--- config.mk ---
export PLATFORM = sky130hd
export DESIGN_NAME = regfile_wb_arbiter_flat
export DESIGN_NICKNAME = d
export VERILOG_FILES = /design/src/rtl/regfile_wb_arbiter_if.sv /design/src/rtl/regfile_wb_arbiter.sv /design/src/flat_wrapper.sv
export SDC_FILE = /design/constraint.sdc
export NUM_CORES = 1
export LEC_CHECK = 0
export ABC_AREA = 1
export CORE_MARGIN = 8
export CORE_UTILIZATION = 45
export DETAILED_ROUTE_END_ITERATION = 12
export DONT_BUFFER_PORTS = 1
export RECOVER_POWER = 25
export SLEW_MARGIN = 20
export SYNTH_ARGS = -nofsm -noshare
export SYNTH_HDL_FRONTEND = slang
export SYNTH_SLANG_ARGS = --single-unit
--- constraint.sdc ---
create_clock -name clk -period 2.9 [get_ports clk]
set_clock_uncertainty 0.05 [all_clocks]
set_input_delay 0.58 -clock clk [delete_from_list [all_inputs] [get_ports clk]]
set_output_delay 0.58 -clock clk [all_outputs]
set_load 0.02 [all_outputs]
--- src/rtl/regfile_wb_arbiter_if.sv ---
// rtl/regfile_wb_arbiter_if.sv - write-back, MDU and regfile write-port signal bundle
interface regfile_wb_arbiter_if #(
    parameter int FIFO_DEPTH = 2
);
    localparam int CW = $clog2(FIFO_DEPTH) + 1;

    logic          pipe_wb_valid;
    logic          pipe_load_regfile;
    logic [4:0]    pipe_rd;
    logic [31:0]   pipe_rd_data;
    logic          mdu_valid;
    logic [4:0]    mdu_rd;
    logic [31:0]   mdu_data;
    logic          mdu_ready;
    logic          pipe_stall;
    logic          load_regfile;
    logic [4:0]    rd;
    logic [31:0]   rd_in;
    logic [CW-1:0] fifo_count;

    modport slave (
        input  pipe_wb_valid, pipe_load_regfile, pipe_rd, pipe_rd_data,
        input  mdu_valid, mdu_rd, mdu_data,
        output mdu_ready, pipe_stall, load_regfile, rd, rd_in, fifo_count
    );

    modport master (
        output pipe_wb_valid, pipe_load_regfile, pipe_rd, pipe_rd_data,
        output mdu_valid, mdu_rd, mdu_data,
        input  mdu_ready, pipe_stall, load_regfile, rd, rd_in, fifo_count
    );
endinterface

--- src/rtl/regfile_wb_arbiter.sv ---
// rtl/regfile_wb_arbiter.sv - shares the regfile write port between WB and a buffered MDU
module regfile_wb_arbiter #(
    parameter int FIFO_DEPTH   = 2,
    parameter int STARVE_LIMIT = 4
) (
    input  logic                 clk,
    input  logic                 rst,
    regfile_wb_arbiter_if.slave  bus
);
    localparam int PW = (FIFO_DEPTH > 1) ? $clog2(FIFO_DEPTH) : 1;
    localparam int CW = $clog2(FIFO_DEPTH) + 1;
    localparam int SW = $clog2(STARVE_LIMIT + 1);
    localparam logic [CW-1:0] FULL_COUNT = CW'(FIFO_DEPTH);
    localparam logic [SW-1:0] STARVE_MAX = SW'(STARVE_LIMIT);

    logic [FIFO_DEPTH-1:0] live_q;
    logic [4:0]            rd_q   [FIFO_DEPTH];
    logic [31:0]           data_q [FIFO_DEPTH];
    logic [PW-1:0]         wr_ptr;
    logic [PW-1:0]         rd_ptr;
    logic [CW-1:0]         count;
    logic [SW-1:0]         starve;

    logic pipe_req;
    logic fifo_empty;
    logic fifo_full;
    logic head_live;
    logic mdu_win;
    logic pipe_grant;
    logic enq_store;
    logic deq;

    always_comb begin
        pipe_req   = bus.pipe_wb_valid & bus.pipe_load_regfile & (bus.pipe_rd != 5'd0);
        fifo_empty = (count == '0);
        fifo_full  = (count == FULL_COUNT);
        head_live  = !fifo_empty && live_q[rd_ptr];
        mdu_win    = head_live && (!pipe_req || fifo_full || (starve == STARVE_MAX));
        pipe_grant = pipe_req && !mdu_win;
        // x0 results complete the handshake but never occupy a slot
        enq_store  = bus.mdu_valid && !fifo_full && (bus.mdu_rd != 5'd0);
        deq        = !fifo_empty && (!live_q[rd_ptr] || mdu_win);
    end

    assign bus.mdu_ready  = !fifo_full;
    assign bus.pipe_stall = pipe_req & mdu_win;
    assign bus.fifo_count = count;

    always_ff @(posedge clk) begin
        if (enq_store) begin
            rd_q[wr_ptr]   <= bus.mdu_rd;
            data_q[wr_ptr] <= bus.mdu_data;
        end
    end

    always_ff @(posedge clk or negedge rst) begin
        if (!rst) begin
            live_q <= '0;
            wr_ptr <= '0;
            rd_ptr <= '0;
            count  <= '0;
            starve <= '0;
        end else begin
            // A granted pipeline write is younger than anything queued for the same rd
            for (int i = 0; i < FIFO_DEPTH; i++) begin
                if (pipe_grant && (rd_q[i] == bus.pipe_rd)) begin
                    live_q[i] <= 1'b0;
                end
            end
            if (enq_store) begin
                live_q[wr_ptr] <= !(pipe_grant && (bus.mdu_rd == bus.pipe_rd));
                wr_ptr         <= wr_ptr + 1'b1;
            end
            if (deq) begin
                rd_ptr <= rd_ptr + 1'b1;
            end
            case ({enq_store, deq})
                2'b10:   count <= count + 1'b1;
                2'b01:   count <= count - 1'b1;
                default: count <= count;
            endcase
            if (fifo_empty || deq) begin
                starve <= '0;
            end else if (starve != STARVE_MAX) begin
                starve <= starve + 1'b1;
            end
        end
    end

    always_ff @(posedge clk or negedge rst) begin
        if (!rst) begin
            bus.load_regfile <= 1'b0;
            bus.rd           <= '0;
            bus.rd_in        <= '0;
        end else if (mdu_win) begin
            bus.load_regfile <= 1'b1;
            bus.rd           <= rd_q[rd_ptr];
            bus.rd_in        <= data_q[rd_ptr];
        end else if (pipe_grant) begin
            bus.load_regfile <= 1'b1;
            bus.rd           <= bus.pipe_rd;
            bus.rd_in        <= bus.pipe_rd_data;
        end else begin
            bus.load_regfile <= 1'b0;
        end
    end
endmodule

--- src/flat_wrapper.sv ---
// flat-port wrapper written by rule: the top's interface ports become plain ports
module regfile_wb_arbiter_flat 
#(
    parameter int FIFO_DEPTH   = 2,
    parameter int STARVE_LIMIT = 4
)
  (clk, rst, bus_pipe_wb_valid, bus_pipe_load_regfile, bus_pipe_rd, bus_pipe_rd_data, bus_mdu_valid, bus_mdu_rd, bus_mdu_data, bus_mdu_ready, bus_pipe_stall, bus_load_regfile, bus_rd, bus_rd_in, bus_fifo_count);
  regfile_wb_arbiter_if #(.FIFO_DEPTH(FIFO_DEPTH)) bus_i ();
  input  logic clk;
  input  logic rst;
  input wire logic [$bits(bus_i.pipe_wb_valid)-1:0] bus_pipe_wb_valid;
  input wire logic [$bits(bus_i.pipe_load_regfile)-1:0] bus_pipe_load_regfile;
  input wire logic [$bits(bus_i.pipe_rd)-1:0] bus_pipe_rd;
  input wire logic [$bits(bus_i.pipe_rd_data)-1:0] bus_pipe_rd_data;
  input wire logic [$bits(bus_i.mdu_valid)-1:0] bus_mdu_valid;
  input wire logic [$bits(bus_i.mdu_rd)-1:0] bus_mdu_rd;
  input wire logic [$bits(bus_i.mdu_data)-1:0] bus_mdu_data;
  output wire logic [$bits(bus_i.mdu_ready)-1:0] bus_mdu_ready;
  output wire logic [$bits(bus_i.pipe_stall)-1:0] bus_pipe_stall;
  output wire logic [$bits(bus_i.load_regfile)-1:0] bus_load_regfile;
  output wire logic [$bits(bus_i.rd)-1:0] bus_rd;
  output wire logic [$bits(bus_i.rd_in)-1:0] bus_rd_in;
  output wire logic [$bits(bus_i.fifo_count)-1:0] bus_fifo_count;
  assign bus_i.pipe_wb_valid = bus_pipe_wb_valid;
  assign bus_i.pipe_load_regfile = bus_pipe_load_regfile;
  assign bus_i.pipe_rd = bus_pipe_rd;
  assign bus_i.pipe_rd_data = bus_pipe_rd_data;
  assign bus_i.mdu_valid = bus_mdu_valid;
  assign bus_i.mdu_rd = bus_mdu_rd;
  assign bus_i.mdu_data = bus_mdu_data;
  assign bus_mdu_ready = bus_i.mdu_ready;
  assign bus_pipe_stall = bus_i.pipe_stall;
  assign bus_load_regfile = bus_i.load_regfile;
  assign bus_rd = bus_i.rd;
  assign bus_rd_in = bus_i.rd_in;
  assign bus_fifo_count = bus_i.fifo_count;
  regfile_wb_arbiter #(.FIFO_DEPTH(FIFO_DEPTH), .STARVE_LIMIT(STARVE_LIMIT)) u_core (.clk(clk), .rst(rst), .bus(bus_i));
endmodule
## Yosys cells after proc, flatten, opt, wreduce, memory -nomap -nowiden

Memories as Yosys holds them, arrays and structs flattened.
Cells that the tools add are included.
Widths: inputs -> output; s select.

| storage, ports and cells | value |
|---|---|
| register bits after elaboration | 47 |
| bits in latches | 0 |
| memory bits (writable) | 74 |
| memory bits (read-only) | 0 |
| input bits | 79 |
| output and inout bits | 42 |
| logic and storage cells | 74 |
| memories | 2 |

Memory list:

| memory | depth | bits a word | read ports | clocked after Yosys merged registers in | write ports | line | RTL |
|---|---|---|---|---|---|---|---|
| u_core.data_q | 2 | 32 | 1 | 0 | 1 | regfile_wb_arbiter.sv:18 | `logic [31:0] data_q [FIFO_DEPTH];` |
| u_core.rd_q | 2 | 5 | 3 | 0 | 1 | regfile_wb_arbiter.sv:17 | `logic [4:0] rd_q [FIFO_DEPTH];` |

| cells by class | value |
|---|---|
| $add $sub $neg | 5 |
| $mul | 0 |
| divide/modulo/power cells | 0 |
| $lt $le $gt $ge | 3 |
| equality and inequality tests | 8 |
| shifts and indexed selects | 0 |
| muxes and demuxes | 19 |
| bitwise gates (word level) | 3 |
| reductions and logical operators | 26 |

Operators with widths:

| kind | number |
|---|---|
| $mux 32 | 2 |
| $eq 5x5->1 | 3 |
| $logic_and 1x1->1 | 10 |
| $mux 5 | 2 |
| $reduce_bool 5->1 | 2 |
| $mux 1 | 9 |
| $logic_not 1->1 | 6 |
| $mux 3 | 2 |
| $reduce_bool 2->1 | 3 |
| $eq 2x2->1 const B | 2 |
| $logic_or 1x1->1 | 4 |
| $lt 1x2->1 const B | 2 |
| $pmux 2 s2 | 1 |
| $add 3x1->3 const B | 1 |
| $and 1x1->1 | 3 |
| $eq 3x3->1 const B | 1 |
| $ne 3x3->1 const B | 1 |
| $add 1x1->1 const B | 2 |
| $add 2x1->2 const B | 1 |
| $bwmux 2 | 1 |
| $eq 2x1->1 const B | 1 |
| $logic_not 2->1 | 1 |
| $mux 2 | 1 |
| $sub 2x1->2 const B | 1 |
| other kinds (2) | 2 |

## Longest topological paths before layout

| logic depth | value |
|---|---|
| depth after elaboration | 12 |
| depth in mapped cells | 12 |
| depth with buffers taken out | 12 |

## Worst setup path after synthesis

OpenSTA, ideal clock, no wires.

| path | value |
|---|---|
| kind | in2out |
| from | in bus_pipe_rd[2] |
| to | out bus_pipe_stall |
| data arrival time | 1566 ps |
| data required time | 2270 ps |
| slack | 704 ps |
| stages on the path | 7 |
| path through | buf_2 -> nor2_1 -> nand3_1 -> nand3_2 -> nand2_1 -> buf_2 -> nor2_1 |

| on the way | value |
|---|---|
| word-level cells in the longest chain between the ends | 7 |

Ends and longest elaborated chain:

| element | line | RTL |
|---|---|---|
| start: declaration | flat_wrapper.sv:13 | `input wire logic [$bits(bus_i.pipe_rd)-1:0] bus_pipe_rd;` |
| $reduce_bool 5->1 (*) | regfile_wb_arbiter.sv:34 | `pipe_req = bus.pipe_wb_valid & bus.pipe_load_regfile & (bus.pipe_rd != 5'd0);` |
| $and 1x1->1 (*) | regfile_wb_arbiter.sv:34 |  |
| $logic_not 1->1 | regfile_wb_arbiter.sv:38 | `mdu_win = head_live && (!pipe_req \|\| fifo_full \|\| (starve == STARVE_MAX));` |
| $logic_or 1x1->1 (2 in a row) | regfile_wb_arbiter.sv:38 |  |
| $logic_and 1x1->1 | regfile_wb_arbiter.sv:38 |  |
| $and 1x1->1 (*) | regfile_wb_arbiter.sv:46 | `assign bus.pipe_stall = pipe_req & mdu_win;` |
| end: declaration | flat_wrapper.sv:19 | `output wire logic [$bits(bus_i.pipe_stall)-1:0] bus_pipe_stall;` |

Every way passes the cells marked *; elsewhere a longest branch is shown, timed or not.

## Worst setup path after layout

| path | value |
|---|---|
| from | reg u_core.count[0] (netlist: u_core.bus.fifo_count[0]) |
| to | out bus_pipe_stall |

| on the way | value |
|---|---|
| word-level cells in the longest chain between the ends | 5 |
| elaborated cells on any way between the ends | 8 |
| classes of those cells | 1 x eq/ne; 1 x bitwise; 6 x reduce/logical |

Ends and longest elaborated chain:

| element | line | RTL |
|---|---|---|
| start: declaration | regfile_wb_arbiter.sv:21 | `logic [CW-1:0] count;` |
| start signal: assignment | regfile_wb_arbiter.sv:78 | `2'b10: count <= count + 1'b1;` |
| start signal: assignment | regfile_wb_arbiter.sv:79 | `2'b01: count <= count - 1'b1;` |
| start signal: assignment | regfile_wb_arbiter.sv:80 | `default: count <= count;` |
| $eq 2x2->1 or $logic_not 2->1 (tied branches) | regfile_wb_arbiter.sv:36, regfile_wb_arbiter.sv:35 |  |
| $logic_or 1x1->1 or $logic_not 1->1 (tied branches) | regfile_wb_arbiter.sv:38, regfile_wb_arbiter.sv:37 |  |
| $logic_or 1x1->1 or $logic_and 1x1->1 (tied branches) | regfile_wb_arbiter.sv:38, regfile_wb_arbiter.sv:37 |  |
| $logic_and 1x1->1 (*) | regfile_wb_arbiter.sv:38 |  |
| $and 1x1->1 (*) | regfile_wb_arbiter.sv:46 |  |

Marks and branches as above.

==> impl_metrics.json <==
{
  "outcome": "completed",
  "worst_slack_ns": 0.257,
  "grtUsageTotal_pct": 16.6,
  "yosysTopAreaCellShare_pct": 40.7,
  "cts_sinks": 121,
  "fin_area_um2": 6140,
  "reg2reg_slack_ns": 0.73,
  "slew_viol_final": 0,
  "synth.distinct_cells": 26,
  "synth.largest_area_cell": "edfxtp_1",
  "drv_cap": 0,
  "hpwlAfterDp_um": 7960,
  "yosys_register_bits": 121,
  "die_w_um": 126,
  "async_flop_share_pct": 38.8,
  "wl_per_cell_um": 17.7,
  "yosysSeqAreaShare_pct": 62.2,
  "r2r-end": "u_core.bus.rd[4]",
  "max_freq_mhz": 378,
  "syn_inst": 548,
  "dpl-instance-area_um2": 5540,
  "grt-ovfl-total": 0,
  "fin_tns_setup_ns": 0,
  "drtPass1Iterations": 5,
  "endpoint": "bus_pipe_stall",
  "p_per_area_nw_per_um2": 1220,
  "ant_nets": 0,
  "critPathMaxFanout": 21,
  "grt_max_degree": 48,
  "fillers": 1082,
  "floorplan.initialDensity_pct": 45.9,
  "clock_latency_ns": 0.41,
  "syn_area_um2": 5460,
  "rsz0062_at_grt": "no",
  "relSlewSlack_pct": 51.1,
  "antenna_found_initial": 0,
  "rows": 40,
  "place_ws_ns": 0.652,
  "finalCritPeriodShare_pct": 91.1,
  "diodes": 0,
  "finalHoldViolations": 0,
  "design.core.area_um2": 11900,
  "cts_tree": "yes",
  "cp-startpoint": "u_core.bus.fifo_count[0]",
  "setup_viol": 0,
  "hp-class": "in -> reg",
  "yosysWarnings": 0,
  "criticalPathCategory": "reg -> out",
  "worstPathArrival_ns": 2.01,
  "grt_pass1_vias": 3697,
  "grt_pass1_wl_um": 20400,
  "die_area_um2": 15900,
  "root_buffer": "clkbuf_16",
  "ir_worst_vdd_uv": 489,
  "pin_count": 121,
  "cts_buffer_depth": 2,
  "io_buffers": 0,
  "yosys-top-cells-count": "nand2_1 (143), nand3_1 (81), edfxtp_1 (74)",
  "synth_edf_count": 74,
  "worstMarginPinSlew_ns": 0.732,
  "rr_worst_depth": 7,
  "start_kind": "flip-flop",
  "end_kind": "output pin",
  "power.total_mw": 7.52,
  "required_ns": 2.27,
  "p_leak_nw": 2.68,
  "avgSynthCellArea_um2": 9.97,
  "ys.flop_type": "edfxtp_1",
  "area_growth_pct": 12.4,
  "yosysMostFrequentCell": "nand2_1",
  "nNetsFinal": 634,
  "routabilityCongestion": 0.765,
  "drive_above_1_share_pct": 14.9,
  "drtIter0Drc": 164,
  "die_h_um": 126,
  "clk_pin_slew_ns": 0.06,
  "cts_buffers": 17,
  "htree_levels": 4,
  "drc_errors": 0,
  "finalWirelength_um": 12600,
  "ys_top_cells_by_area": "edfxtp_1 (41%), dfrtp_1 (22%), nand2_1 (9.8%)",
  "timing.final.crit_period_ns": 2.64,
  "syn_nets": 630,
  "vias": 3638,
  "regToRegStartpoint": "u_core.bus.fifo_count[0]",
  "drt-vias-per-instance": 5.11
}
[sequential cells by signal (all words and copies together) (netlist names)]
name	cells
u_core.bus.rd_in	32
u_core.bus.fifo_count	2
u_core.rd_q	10
u_core.wr_ptr	1
u_core.live_q	2
u_core.starve	3
u_core.rd_ptr	1
u_core.bus.rd	5
u_core.data_q	64
u_core.bus.load_regfile	1
[power by group]
part	switching, mW	internal [mW]	total, mW
logic	1.63	0.789	2.42
clock network	0.731	1.25	1.99
registers	0.658	2.45	3.11
total	3.02	4.50	7.52
[how the worst min path moves through the flow]
stage                     startpoint                       end  slack [ns]  cells after the start
finish              bus_mdu_data[25]      u_core.data_q[0][25]        0.21                      0
global route        bus_mdu_data[23]      u_core.data_q[0][23]        0.19                      0
CTS                 bus_mdu_data[23]      u_core.data_q[1][23]        0.19                      0
detailed placement               rst          u_core.bus.rd[0]        0.24                      0
global placement                 rst          u_core.bus.rd[0]        0.24                      0
floorplan                        rst  u_core.bus.fifo_count[0]        0.23                      0
[logic make-up (layout without fill, tap and decap cells)]
group	Yosys count	count (layout)	synth area share, %
compound gates	40	40	3.66
flops	121	121	62.2
fa+ha+maj	3	3	0.687
xor+xnor	16	16	2.56
buf+inv	88	105	7.58
simple gates	280	280	23.3
[cell type report]
type / instances / area (µm²) / share of cell area, %
clock buffers: 19 / 433 / 7.05
clock inverters: 13 / 130 / 2.12
inverters: 60 / 225 / 3.67
multi-input cells: 339 / 1650 / 26.9
flip-flops and latches: 121 / 3400 / 55.3
well taps: 147 / 184 / 2.99
repair buffers: 13 / 120 / 1.96
[stage by stage]
| stage | util, % | hold slack [ns] | instances |
|---|---|---|---|
| floorplan | - | 0.234 | 548 |
| global placement | 46.5 | 0.236 | 678 |
| detailed placement | 46.5 | 0.236 | 678 |
| CTS | 51.6 | 0.191 | 712 |
| global route | 51.6 | 0.192 | 712 |
| finish | 51.6 | 0.212 | 712 |
[layout by cell type (no fill, tap or decap)]
cell           synthesis  routed
a21oi_1                2       2
buf_16                 0       1
buf_4                  4      11
bufinv_16              0       2
clkbuf_1               9       2
clkbuf_16              0      17
clkinv_1               0       3
clkinv_2               0       4
clkinvlp_4             0       5
dfrtp_1               47      47
dlygate4sd3_1          0       1
edfxtp_1              74      74
ha_1                   3       3
inv_1                 57      55
inv_2                  3       3
inv_6                  0       1
nand2_1              143     143
nand2_2                2       2
nand3_1               81      81
nand3_2                1       1
nand4_1                2       2
nor2_1                10      10
nor2_2                 1       1
nor2_4                 1       1
nor3_1                 3       3
nor3b_1                1       1
o21ai_0               37      37
o21ai_1                1       1
or2_2                 35      35
xnor2_1               15      15
xor2_1                 1       1
[timing repair]
action | in CTS | in global routing
buffers inserted | 0 | 0
hold buffers | 2 | 0
endpoints found under the hold margin | 47 | 0
resized for setup | 0 | 0
[critical path: stages, from the launching register on]
cell	delay, ns
dfrtp_1	0.55
nor2_1	0.15
nor2_4	0.47
nand2_1	0.14
nor2_1	0.14
buf_4	0.16
[metal layers]
layer | global-route usage (%) | share of wire [%] | vias up
li1 | - | - | 1798
met1 | 19.1 | 43 | 1729
met2 | 27.4 | 49 | 100
met3 | 6.41 | 6.8 | 11
met4 | 6.37 | 1.1 | 0
met5 | 0 | 0 | -
Power figures use the tool's default switching activity.
==> variant, RTL diff (same flow settings) <==
`FIFO_DEPTH` is set to 2 in 3 places; all go to 1.
--- a/src/rtl/regfile_wb_arbiter_if.sv
+++ b/src/rtl/regfile_wb_arbiter_if.sv
@@ -1,5 +1,5 @@
 // rtl/regfile_wb_arbiter_if.sv - write-back, MDU and regfile write-port signal bundle
 interface regfile_wb_arbiter_if #(
-    parameter int FIFO_DEPTH = 2
+    parameter int FIFO_DEPTH = 1
 );
     localparam int CW = $clog2(FIFO_DEPTH) + 1;
--- a/src/rtl/regfile_wb_arbiter.sv
+++ b/src/rtl/regfile_wb_arbiter.sv
@@ -1,5 +1,5 @@
 // rtl/regfile_wb_arbiter.sv - shares the regfile write port between WB and a buffered MDU
 module regfile_wb_arbiter #(
-    parameter int FIFO_DEPTH   = 2,
+    parameter int FIFO_DEPTH   = 1,
     parameter int STARVE_LIMIT = 4
 ) (
--- a/src/flat_wrapper.sv
+++ b/src/flat_wrapper.sv
@@ -2,5 +2,5 @@
 module regfile_wb_arbiter_flat 
 #(
-    parameter int FIFO_DEPTH   = 2,
+    parameter int FIFO_DEPTH   = 1,
     parameter int STARVE_LIMIT = 4
 )
Ports: changed (resized bus_fifo_count); port bits go from 121 to 120. The function was not compared with the original's and may differ.
==> variant against the original RTL <==
- wire length fell by 42%
- setup slack improved by 430 ps
- final area fell by 41%
- sequential cell count fell by 43
- largest power group unchanged
- combinational power fell by 84%
- clock power fell by 56%
- global-route usage fell by 2.0 points
- via count fell by 43%
- total power fell by 60%
- synthesized area fell by 39%
==> variant: results (changes against the original RTL) <==
| Metric | Value |
|---|---|
| Top cells by area, synth | edfxtp_1 (33%), dfrtp_1 (31%), nand2_1 (13%), o211ai_1 (6.5%), or2_2 (3.4%) |
| Crit path max fanout | 35 (+67%) |
| Largest registers | u_core.bus.rd_in: 32 flops, u_core.data_q: 32 flops |
| R2r startpoint | u_core.bus.fifo_count$_DFFE_PN0P_ |
| Placed cell area | 3390 um^2 (-39%) |
| Gpl congestion | 0.841 (+9.9%) |
| Reg2reg path depth | 5 (-2) |
| R2R setup slack | 980 ps (+250 ps) |
| TritonCTS Buffers | 9 (-8) |
| CTS resizes | 0 (unchanged) |
| Clk buf depth | 2 (unchanged) |
| Hold-fix buffers at CTS | 1 (-1) |
| Syn nets | 394 (-37%) |
| Met1 usage | 0.166 (-0.0247) |
| Layout Nets | 395 (-38%) |
| Share of cells above drive strength 1 | 0.143 (-0.00537) |
| H-tree levels | 3 (-1) |
| Pre-CTS setup slack | 969 ps (+317 ps) |
| Clock slew at reported path FFs | 80 ps (+20 ps) |
| Status | finished clean |
| Async SR Flop Fraction | 0.526 (+0.137) |
| Root buf cell | clkbuf_8 |
| Detailed placement HPWL | 5.13 mm (-36%) |
| Synth cell types | 24 (-7.7%) |
| Worst Path Arrival | 1580 ps (-430 ps) |
| Synth area leader | edfxtp_1 |
| WL/cell | 17.5 um (-0.98%) |
| Initial DRC Count | 60 (-63%) |
| Min Hold Slack | 35.3 ps (-177 ps) |
| Worst-Skew Late Latency | 330 ps (-80 ps) |
| Hold crit path type | in -> async |
| Pleak | 1.58 nW (-41%) |
| EDFF count, synth | 37 (-50%) |
| Pin count of the biggest net entering global routing | 42 (-13%) |
| Pre-antenna DRT Iters | 4 (-1) |
| Vias in the first global route | 2072 (-44%) |
| Reg2reg end | u_core.bus.rd_in[28]$_DFFE_PN0P_ |
| Routed Antenna Nets | 0 (unchanged) |
| Vias/cell | 4.92 (-3.7%) |
| Antenna diodes | 0 (unchanged) |
| Seq/Total Area, Yosys | 0.641 (+0.0194) |
| First-pass GRT wire length | 11.4 mm (-44%) |
| Met3 Usage GRT | 0.0634 (-0.000784) |
| Relative slew slack | 0.616 (+0.105) |
| Post-synth top flop | dfrtp_1 |
| Maximum vdd drop | 366 uV (-25%) |
| Synth cell count leaders | nand2_1 (112), dfrtp_1 (41), edfxtp_1 (37) |
| Met2 usage | 0.237 (-0.0370) |
| Gr usage total | 0.146 (-0.0201) |
variant: report_power, final:
part           internal [W]  leakage [nW]  switching [W]
Clock              0.000508         0.107       0.000376
Sequential          0.00137         0.851       0.000356
Combinational      0.000142         0.623       0.000245
variant: worst max-delay path by stage:
stage | start | end | slack [ps] | cells past startpoint
floorplan | bus_mdu_valid | u_core.data_q[0][0]$_DFFE_PP_ | 920 | 4
global placement | bus_pipe_rd[4] | u_core.bus.rd[4]$_DFFE_PN0P_ | 980 | 7
detailed placement | u_core.bus.fifo_count$_DFFE_PN0P_ | u_core.bus.rd_in[28]$_DFFE_PN0P_ | 970 | 5
CTS | u_core.bus.fifo_count$_DFFE_PN0P_ | bus_pipe_stall | 650 | 2
global route | u_core.bus.fifo_count$_DFFE_PN0P_ | bus_pipe_stall | 590 | 2
finish | u_core.bus.fifo_count$_DFFE_PN0P_ | bus_pipe_stall | 690 | 2
variant: cells by family (layout without fill, tap and decap cells):
logic type	after synthesis	count (layout)	share of synthesized area
compound gates	33	33	0.0781
flops	78	78	0.641
simple gates	166	166	0.222
buf+inv	37	43	0.0556
xor+xnor	1	1	0.00263
variant: critical path, stage by stage, from the launching register on:
cell and delay, ps:
dfrtp_1 550, nand2_4 280, nor2_1 420
variant: metrics by stage:
stage	std cells	utilization
after floorplan	315	-
after global placement	403	0.470
after detailed placement	403	0.470
after CTS	420	0.503
after global routing	420	0.503
final	420	0.503
variant: routing by layer:
layer  up-vias  wire length (um)  share of wire
li1       1040                 -              -
met3         9               732          0.099
met5         -                 0              0
met4         0                89          0.012
met1       945              2880           0.39
met2        72              3670           0.50
variant: cell type report:
class	instances	area, um^2
fill	676	3590
sequential	78	2140
multi-input combinational	200	1010
clock buffer	12	145
tap	99	124
inverter	24	92.6
clock inverter	4	72.6
timing repair buffer	3	47.5
